File: src/rtl/fir_coeff_ctrl.sv
// Coefficient bank controller for the 9-tap pipelined lowpass FIR: shadow/active banks,
// tick-aligned swap and output masking while the FIR refills. Optional macro: FIR_CFG_SYM_EN.
module fir_coeff_ctrl #(
    parameter  int unsigned NUM_TAPS = 9,
    parameter  int unsigned COEFF_W  = 16,
    parameter  int unsigned PIPE_LAT = 6,
    localparam int unsigned ADDR_W   = $clog2(NUM_TAPS)
) (
    input  logic                          clk,
    input  logic                          rst,
    input  logic [ADDR_W-1:0]             cfg_addr,
    input  logic [COEFF_W-1:0]            cfg_data,
    input  logic                          cfg_we,
    input  logic                          cfg_commit,
    input  logic                          sample_tick,
    output logic [COEFF_W-1:0]            cfg_rdata,
    output logic                          cfg_busy,
    output logic                          cfg_err,
    output logic [NUM_TAPS*COEFF_W-1:0]   coeff_flat,
    output logic                          swap_pulse,
    output logic                          out_valid
);

    localparam int unsigned SETTLE_CYC = NUM_TAPS + PIPE_LAT;
    localparam int unsigned CNT_W      = $clog2(SETTLE_CYC + 1);

    typedef enum logic [1:0] {
        IDLE    = 2'd0,
        PENDING = 2'd1,
        SETTLE  = 2'd2
    } state_t;

    state_t               state;
    logic [CNT_W-1:0]     settle_cnt;
    logic [COEFF_W-1:0]   shadow [NUM_TAPS];

    logic                 addr_ok_c;
    logic [COEFF_W-1:0]   rd_mux_c;
    logic [NUM_TAPS-1:0]  wr_hit_c;

    // Power-on lowpass taps; only defined for the 9-tap build.
    function automatic logic [COEFF_W-1:0] dflt_coeff(input int unsigned k);
        logic [COEFF_W-1:0] v;
        v = '0;
        if (NUM_TAPS == 9) begin
            case (k)
                0, 8:    v = COEFF_W'(16'h04F6);
                1, 7:    v = COEFF_W'(16'h0AE4);
                2, 6:    v = COEFF_W'(16'h1089);
                3, 5:    v = COEFF_W'(16'h1496);
                4:       v = COEFF_W'(16'h160F);
                default: v = '0;
            endcase
        end
        return v;
    endfunction

    assign addr_ok_c = (32'(cfg_addr) < NUM_TAPS);

    always_comb begin
        rd_mux_c = '0;
        for (int k = 0; k < NUM_TAPS; k++) begin
            if (cfg_addr == ADDR_W'(k)) rd_mux_c = shadow[k];
        end
    end

    // Taps touched by a write; mirrored pair when symmetric writes are enabled.
    always_comb begin
        wr_hit_c = '0;
        for (int k = 0; k < NUM_TAPS; k++) begin
`ifdef FIR_CFG_SYM_EN
            wr_hit_c[k] = (cfg_addr == ADDR_W'(k)) || (cfg_addr == ADDR_W'(NUM_TAPS - 1 - k));
`else
            wr_hit_c[k] = (cfg_addr == ADDR_W'(k));
`endif
        end
    end

    always_ff @(posedge clk) begin
        if (rst) begin
            state      <= SETTLE;
            settle_cnt <= CNT_W'(SETTLE_CYC);
            cfg_rdata  <= '0;
            cfg_busy   <= 1'b0;
            cfg_err    <= 1'b0;
            swap_pulse <= 1'b0;
            out_valid  <= 1'b0;
            for (int k = 0; k < NUM_TAPS; k++) begin
                shadow[k]                          <= dflt_coeff(k);
                coeff_flat[k*COEFF_W +: COEFF_W]   <= dflt_coeff(k);
            end
        end else begin
            cfg_rdata  <= rd_mux_c;
            cfg_err    <= 1'b0;
            swap_pulse <= 1'b0;

            // Shadow writes; rejected while a swap is armed or when out of range.
            if (cfg_we) begin
                if ((state == PENDING) || !addr_ok_c) begin
                    cfg_err <= 1'b1;
                end else begin
                    for (int k = 0; k < NUM_TAPS; k++) begin
                        if (wr_hit_c[k]) shadow[k] <= cfg_data;
                    end
                end
            end

            case (state)
                IDLE: begin
                    out_valid <= 1'b1;
                    cfg_busy  <= 1'b0;
                    if (cfg_commit) begin
                        state     <= PENDING;
                        cfg_busy  <= 1'b1;
                        out_valid <= 1'b0;
                    end
                end
                PENDING: begin
                    cfg_busy  <= 1'b1;
                    out_valid <= 1'b0;
                    if (sample_tick) begin
                        for (int k = 0; k < NUM_TAPS; k++) begin
                            coeff_flat[k*COEFF_W +: COEFF_W] <= shadow[k];
                        end
                        swap_pulse <= 1'b1;
                        settle_cnt <= CNT_W'(SETTLE_CYC);
                        state      <= SETTLE;
                        cfg_busy   <= 1'b0;
                    end
                end
                SETTLE: begin
                    cfg_busy  <= 1'b0;
                    out_valid <= 1'b0;
                    if (cfg_commit) begin
                        state    <= PENDING;
                        cfg_busy <= 1'b1;
                    end else if (settle_cnt <= CNT_W'(1)) begin
                        // Last masked cycle: valid rises exactly SETTLE_CYC cycles after the swap.
                        settle_cnt <= '0;
                        state      <= IDLE;
                        out_valid  <= 1'b1;
                    end else begin
                        settle_cnt <= settle_cnt - CNT_W'(1);
                    end
                end
                default: begin
                    state     <= SETTLE;
                    cfg_busy  <= 1'b0;
                    out_valid <= 1'b0;
                end
            endcase
        end
    end

endmodule
File: config.mk
export PLATFORM = sky130hd
export DESIGN_NAME = fir_coeff_ctrl
export DESIGN_NICKNAME = d
export VERILOG_FILES = /design/src/rtl/fir_coeff_ctrl.sv
export SDC_FILE = /design/constraint.sdc
export NUM_CORES = 1
export LEC_CHECK = 0
export ABC_AREA = 1
export CAP_MARGIN = 25
export CELL_PAD_IN_SITES_DETAIL_PLACEMENT = 1
export CELL_PAD_IN_SITES_GLOBAL_PLACEMENT = 1
export CORE_MARGIN = 3
export CORE_UTILIZATION = 44
export DETAILED_ROUTE_END_ITERATION = 6
export PLACE_DENSITY_LB_ADDON = 0.25
export SYNTH_ARGS = -nofsm -noshare
export SYNTH_HDL_FRONTEND = slang
export SYNTH_SLANG_ARGS = --single-unit
File: constraint.sdc
create_clock -name clk -period 4.45 [get_ports clk]
set_input_delay 0.89 -clock clk [delete_from_list [all_inputs] [get_ports clk]]
set_output_delay 0.89 -clock clk [all_outputs]
set_load 0.1 [all_outputs]
=== Yosys cells after proc, flatten, opt, wreduce, memory -nomap -nowiden ===
Memory sizes are Yosys's and may differ from the RTL's.
Cells that the tools add are included.
W data, S select, Z words.

* Bits in registers: 170
* Memory bits (writable): 144
* Memories: 1
* Input bits: 25
* Output and inout bits: 164
* Word-level logic and storage cells: 136

{| class="wikitable"
|+ Memories
! name !! depth !! width !! rd ports !! clocked after Yosys merged registers in !! wr ports !! line !! source
|-
| shadow || 9 || 16 || 9 || 0 || 9 || 35 || <nowiki>logic [COEFF_W-1:0] shadow [NUM_TAPS];</nowiki>
|}

* $lt $le $gt $ge: 2
* Muxes and demuxes: 88
* Eq/ne operators: 14
* Add/sub/neg operators: 1
* Bitwise logic cells: 11
* Reduce and logical (&&, ||, !) cells: 11

{| class="wikitable"
|+ Operators by type and width
! operator !! number
|-
| $mux W16 || 23
|-
| $mux W1 || 54
|-
| $eq A4 B3 Y1 const B || 4
|-
| $mux W4 || 3
|-
| $or A1 B1 Y1 || 9
|-
| $eq A4 B2 Y1 const B || 2
|-
| $mux W2 || 4
|-
| $pmux W4 S2 || 1
|-
| $ne A2 B2 Y1 const B || 3
|-
| $pmux W2 S3 || 1
|-
| $reduce_and A3 Y1 || 2
|-
| $reduce_or A2 Y1 || 3
|-
| $eq A4 B1 Y1 const B || 1
|-
| $eq A4 B4 Y1 const B || 1
|-
| $le A4 B1 Y1 const B || 1
|-
| $logic_not A4 Y1 || 1
|-
| $lt A4 B4 Y1 const B || 1
|-
| $pmux W1 S2 || 2
|-
| $sub A4 B1 Y4 const B || 1
|-
| $ne A3 B3 Y1 const B || 1
|-
| $eq A2 B1 Y1 const B || 1
|-
| $eq A2 B2 Y1 const B || 1
|-
| $logic_not A2 Y1 || 1
|-
| $not A1 Y1 || 2
|-
| other kinds (4) || 4
|}

=== Logic depth before layout (Yosys ltp) ===
* Depth after elaboration: 10
* Gate-level depth with buffers: 11
* Gate-level depth less buffers: 9

=== Worst setup path before layout ===
OpenSTA, ideal clock, no wires.

* Kind: input to register
* Start: in cfg_addr[1]
* End: mem shadow[2][0], in the netlist shadow[0][32] (enable)
* Cell stages on the path: 7
* Required time: 4.039 ns
* Arrival: 2.888 ns
* Path buffers: 2
* Library setup time: 0.411 ns
* Slack: 1.151 ns
* Cell sequence: buf_6 nor2_4 nand2_1 a21oi_2 nand3_1 buf_2 o21ai_0

{| class="wikitable"
|+ RTL lines
! element !! line !! source
|-
| start: declaration || 11 || <nowiki>input logic [ADDR_W-1:0] cfg_addr,</nowiki>
|-
| end: declaration || 35 ||
|}

=== Final worst setup path ===
* Start: reg coeff_flat[103] (read register of shadow)
* End: out coeff_flat[103]

{| class="wikitable"
|+ RTL lines
! element !! line !! source
|-
| start: declaration || 19 || <nowiki>output logic [NUM_TAPS*COEFF_W-1:0] coeff_flat,</nowiki>
|}

No word-level cell between the ends.

==> results.py <==
metrics = {
    "worst_hold_path": {
        "hold_path.startpoint": "coeff_flat[43]$_SDFFE_PP0P_",
        "timing.hold.worst_path_depth": 2,
        "min_delay_worst_endpoint": "coeff_flat[43]$_SDFFE_PP0P_",
        "worstHoldPathType": "flip-flop to flip-flop",
    },
    "global_route": {
        "grt.overflow.total": 0,
        "grt_first_pass_wirelength_mm": 57.0,
        "antenna_found_initial": 0,
        "grt_pass1_vias": 9783,
        "globalRouteTotalUtil": 0.259,
        "largest_net_degree_at_the_start_of_global_routing": 91,
    },
    "timing": {
        "timing.final.crit_share": 0.674,
        "slew_headroom": 0.316,
        "finalMaxSlewViolations": 0,
        "final_period_minus_worst_setup_slack_ns": 3.00,
        "timing_hold_violations_final": 0,
        "max_clock_freq_mhz": 334,
        "tns_ns": 0,
        "fin_skew_ns": 0.0142,
        "setup_viol_count_final": 0,
        "tightestPinTransition_ns": 1.02,
        "grt_setup_unrepaired": "no",
        "fin_worst_hold_slack_ns": 0.467,
    },
    "drt": {
        "drt-vias-per-instance": 5.43,
        "initialDrtViolationCount": 793,
        "route.detailed.drc": 0,
        "avgRoutedWirePerCell_microns": 21.9,
        "drt_pass1_iterations": 5,
        "drt_wl_total_mm": 37.6,
        "antenna_left": 0,
        "dr_total_vias": 9300,
    },
    "synth": {
        "synth.cell_area_sq_mm": 0.0115,
        "yosys_warnings": 0,
        "synth.ff_latch_count": 314,
        "postSynthNetCount": 1213,
        "synthesis.area_per_instance_sq_um": 9.73,
        "synth.yosys.seq_area_share": 0.670,
        "postSynthCellCount": 1186,
        "post_synth_num_cell_types": 26,
    },
    "clocking": {
        "worstSkewPairLatency_ns": 0.56,
        "cts.sink_count": 314,
        "clock_path_buffers": 3,
        "post_cts_hold_buffer_count": 0,
        "post_cts.repair.setup_buffers": 0,
        "numCtsBuffers": 31,
        "clk_pin_slew_ns": 0.07,
        "cts.htree.levels": 1,
        "root_buffer": "clkbuf_16",
        "clock_tree_from_tritoncts": "built",
        "cts_repair_resize_count": 0,
    },
    "placement": {
        "place.detailed.hpwl_mm": 25.9,
        "gp_routability_congestion": 0.925,
        "port_buffers": 188,
        "dp_cells": 1655,
    },
    "critical_path": {
        "worst-r2r-cell-count": 7,
        "cp.arrival_ns": 2.11,
        "worstSetupPathType": "flip-flop to output pin",
        "worst-path-max-fanout": 2,
        "worstSetupStartpointType": "flip-flop",
        "critical_path_buf_inv_count": 1,
        "worst_path_max_delay_cell": "clkdlybuf4s50_1",
        "crit-reg2reg-launch": "state[0]$_SDFFE_PP0P_",
        "critical-path-top-delay-family": "buffers and inverters",
        "worstPathRequired_ns": 3.56,
        "crit_path_end_kind": "output pin",
        "r2r-end": "coeff_flat[57]$_SDFFE_PP0P_",
        "critical-path-max-stage-delay_ns": 1.17,
        "regToRegSetupSlack_ns": 2.31,
        "crit_path_cell_trace": "clkdlybuf4s50_1",
    },
    "run": {
        "cap_violations": 0,
    },
    "power": {
        "total_leakage_power_nw": 5.61,
        "power_mw": 6.48,
        "p_per_area_mw_per_mm2": 442,
        "power.ir.vdd_worst_uv": 283,
    },
    "final_layout": {
        "utilization": 0.576,
        "drive_above_1_share": 0.0658,
        "fillers": 2806,
        "layout-area-overhead-vs-synth_pct": 27.2,
        "final_net_count": 1385,
        "n_antenna_cell": 0,
        "final_cell_count_no_fill": 1713,
    },
    "floorplanning": {
        "die_y_microns": 168,
        "start_util": 0.453,
        "num_rows": 58,
        "core_region_area_sq_mm": 0.0255,
        "die_width_microns": 168,
        "floorplan.die_area_sq_mm": 0.0282,
        "pin_count": 189,
    },
    "run_status": {
        "outcome": "finished, final reports clean",
    },
}
[cells in the mapped netlist]
| cell | instances | area, sq um |
|---|---|---|
| xor2_1 | 1 | 8.76 |
| clkbuf_1 | 33 | 124 |
| o211ai_1 | 8 | 60.1 |
| ha_1 | 2 | 25.0 |
| a21oi_2 | 1 | 8.76 |
| nand2_2 | 1 | 6.26 |
| nor2_2 | 4 | 25.0 |
| o21ai_0 | 36 | 180 |
| nand2_1 | 384 | 1440 |
| nand4_1 | 16 | 100 |
| nor3_4 | 1 | 16.3 |
| a21oi_1 | 101 | 505 |
| edfxtp_1 | 144 | 4320 |
| buf_2 | 28 | 140 |
| a31oi_1 | 1 | 6.26 |
| dfxtp_1 | 170 | 3400 |
| buf_4 | 4 | 30.0 |
| inv_1 | 48 | 180 |
| nor2_1 | 82 | 308 |
| or2_0 | 1 | 6.26 |
| buf_6 | 4 | 45.0 |
| nor4_1 | 1 | 6.26 |
| inv_2 | 8 | 30.0 |
| nand3_1 | 102 | 510 |
| nor2_4 | 4 | 45.0 |
| nor3_1 | 1 | 5.00 |
[kinds of logic after synthesis]
kind of cell / count (synthesis) / share of synthesized area
adder cells (fa/ha/maj): 2 / 0.00217
XOR/XNOR: 1 / 0.000759
flip-flops: 314 / 0.670
AND/OR/NAND/NOR: 597 / 0.214
AO/OA/AOI/OAI: 147 / 0.0659
buffers and inverters: 125 / 0.0476
[area by class of cell]
| cell class | count | area (sq um) | area share |
|---|---|---|---|
| Timing Repair Buffer | 208 | 2040 | 0.139 |
| Sequential cell | 314 | 7730 | 0.526 |
| Multi-Input combinational cell | 747 | 3270 | 0.223 |
| Clock inverter | 19 | 169 | 0.0115 |
| Inverter | 56 | 213 | 0.0145 |
| Clock buffer | 39 | 846 | 0.0576 |
| Tap cell | 330 | 413 | 0.0281 |
[state kept, by name, indices dropped and copies added, names as in the netlist]
register,count
coeff_flat,144
shadow,144
cfg_rdata,16
settle_cnt,4
state,2
cfg_busy,1
cfg_err,1
out_valid,1
swap_pulse,1
[placed cells by master, fill, tap and decap left out, types with 5 or more instances in the layout]
cell type,n
nand2_1,384
clkdlybuf4s50_1,187
dfxtp_1,170
edfxtp_1,144
nand3_1,102
a21oi_1,101
nor2_1,81
inv_1,48
clkbuf_16,31
o21ai_0,30
buf_4,19
nand4_1,16
clkinv_2,9
o211ai_1,8
inv_2,7
o21ai_1,6
nor2_2,5
[per-layer routing]
layer  routed length [microns]  part of all wire  track usage
met4                      1260             0.034       0.0847
met2                     18900              0.50        0.452
met3                      2160             0.058       0.0340
met5                         0                 0            0
met1                     15300              0.41        0.335
[report_power, final]
group	switching, mW	internal [mW]	total [mW]
Combinational	0.490	0.138	0.628
Clock	1.13	1.51	2.64
Sequential	0.0834	3.13	3.22
[worst max-delay path by stage]
stage	startpoint	endpoint	slack (ns)	cells past startpoint
5_1_grt	cfg_addr[1]	shadow[0][2]$_DFFE_PP_	1.28	8
2_1_floorplan	cfg_addr[1]	shadow[0][32]$_DFFE_PP_	1.15	7
4_1_cts	coeff_flat[103]$_SDFFE_PP1P_	coeff_flat[103]	1.43	1
3_5_place_dp	cfg_addr[1]	shadow[0][13]$_DFFE_PP_	0.94	8
3_3_place_gp	cfg_addr[1]	shadow[0][88]$_DFFE_PP_	1.10	8
6_report	coeff_flat[103]$_SDFFE_PP1P_	coeff_flat[103]	1.45	1
[through the flow]
| stage | setup slack (ns) | cell area, sq um |
|---|---|---|
| final | 1.45 | 14700 |
| after global routing | 1.28 | 14700 |
| after CTS | 1.43 | 14700 |
| after detailed placement | 0.936 | 13700 |
| after global placement | 1.10 | 13700 |
| after floorplan | 1.15 | 11500 |
(Power assumes the default switching activity.)
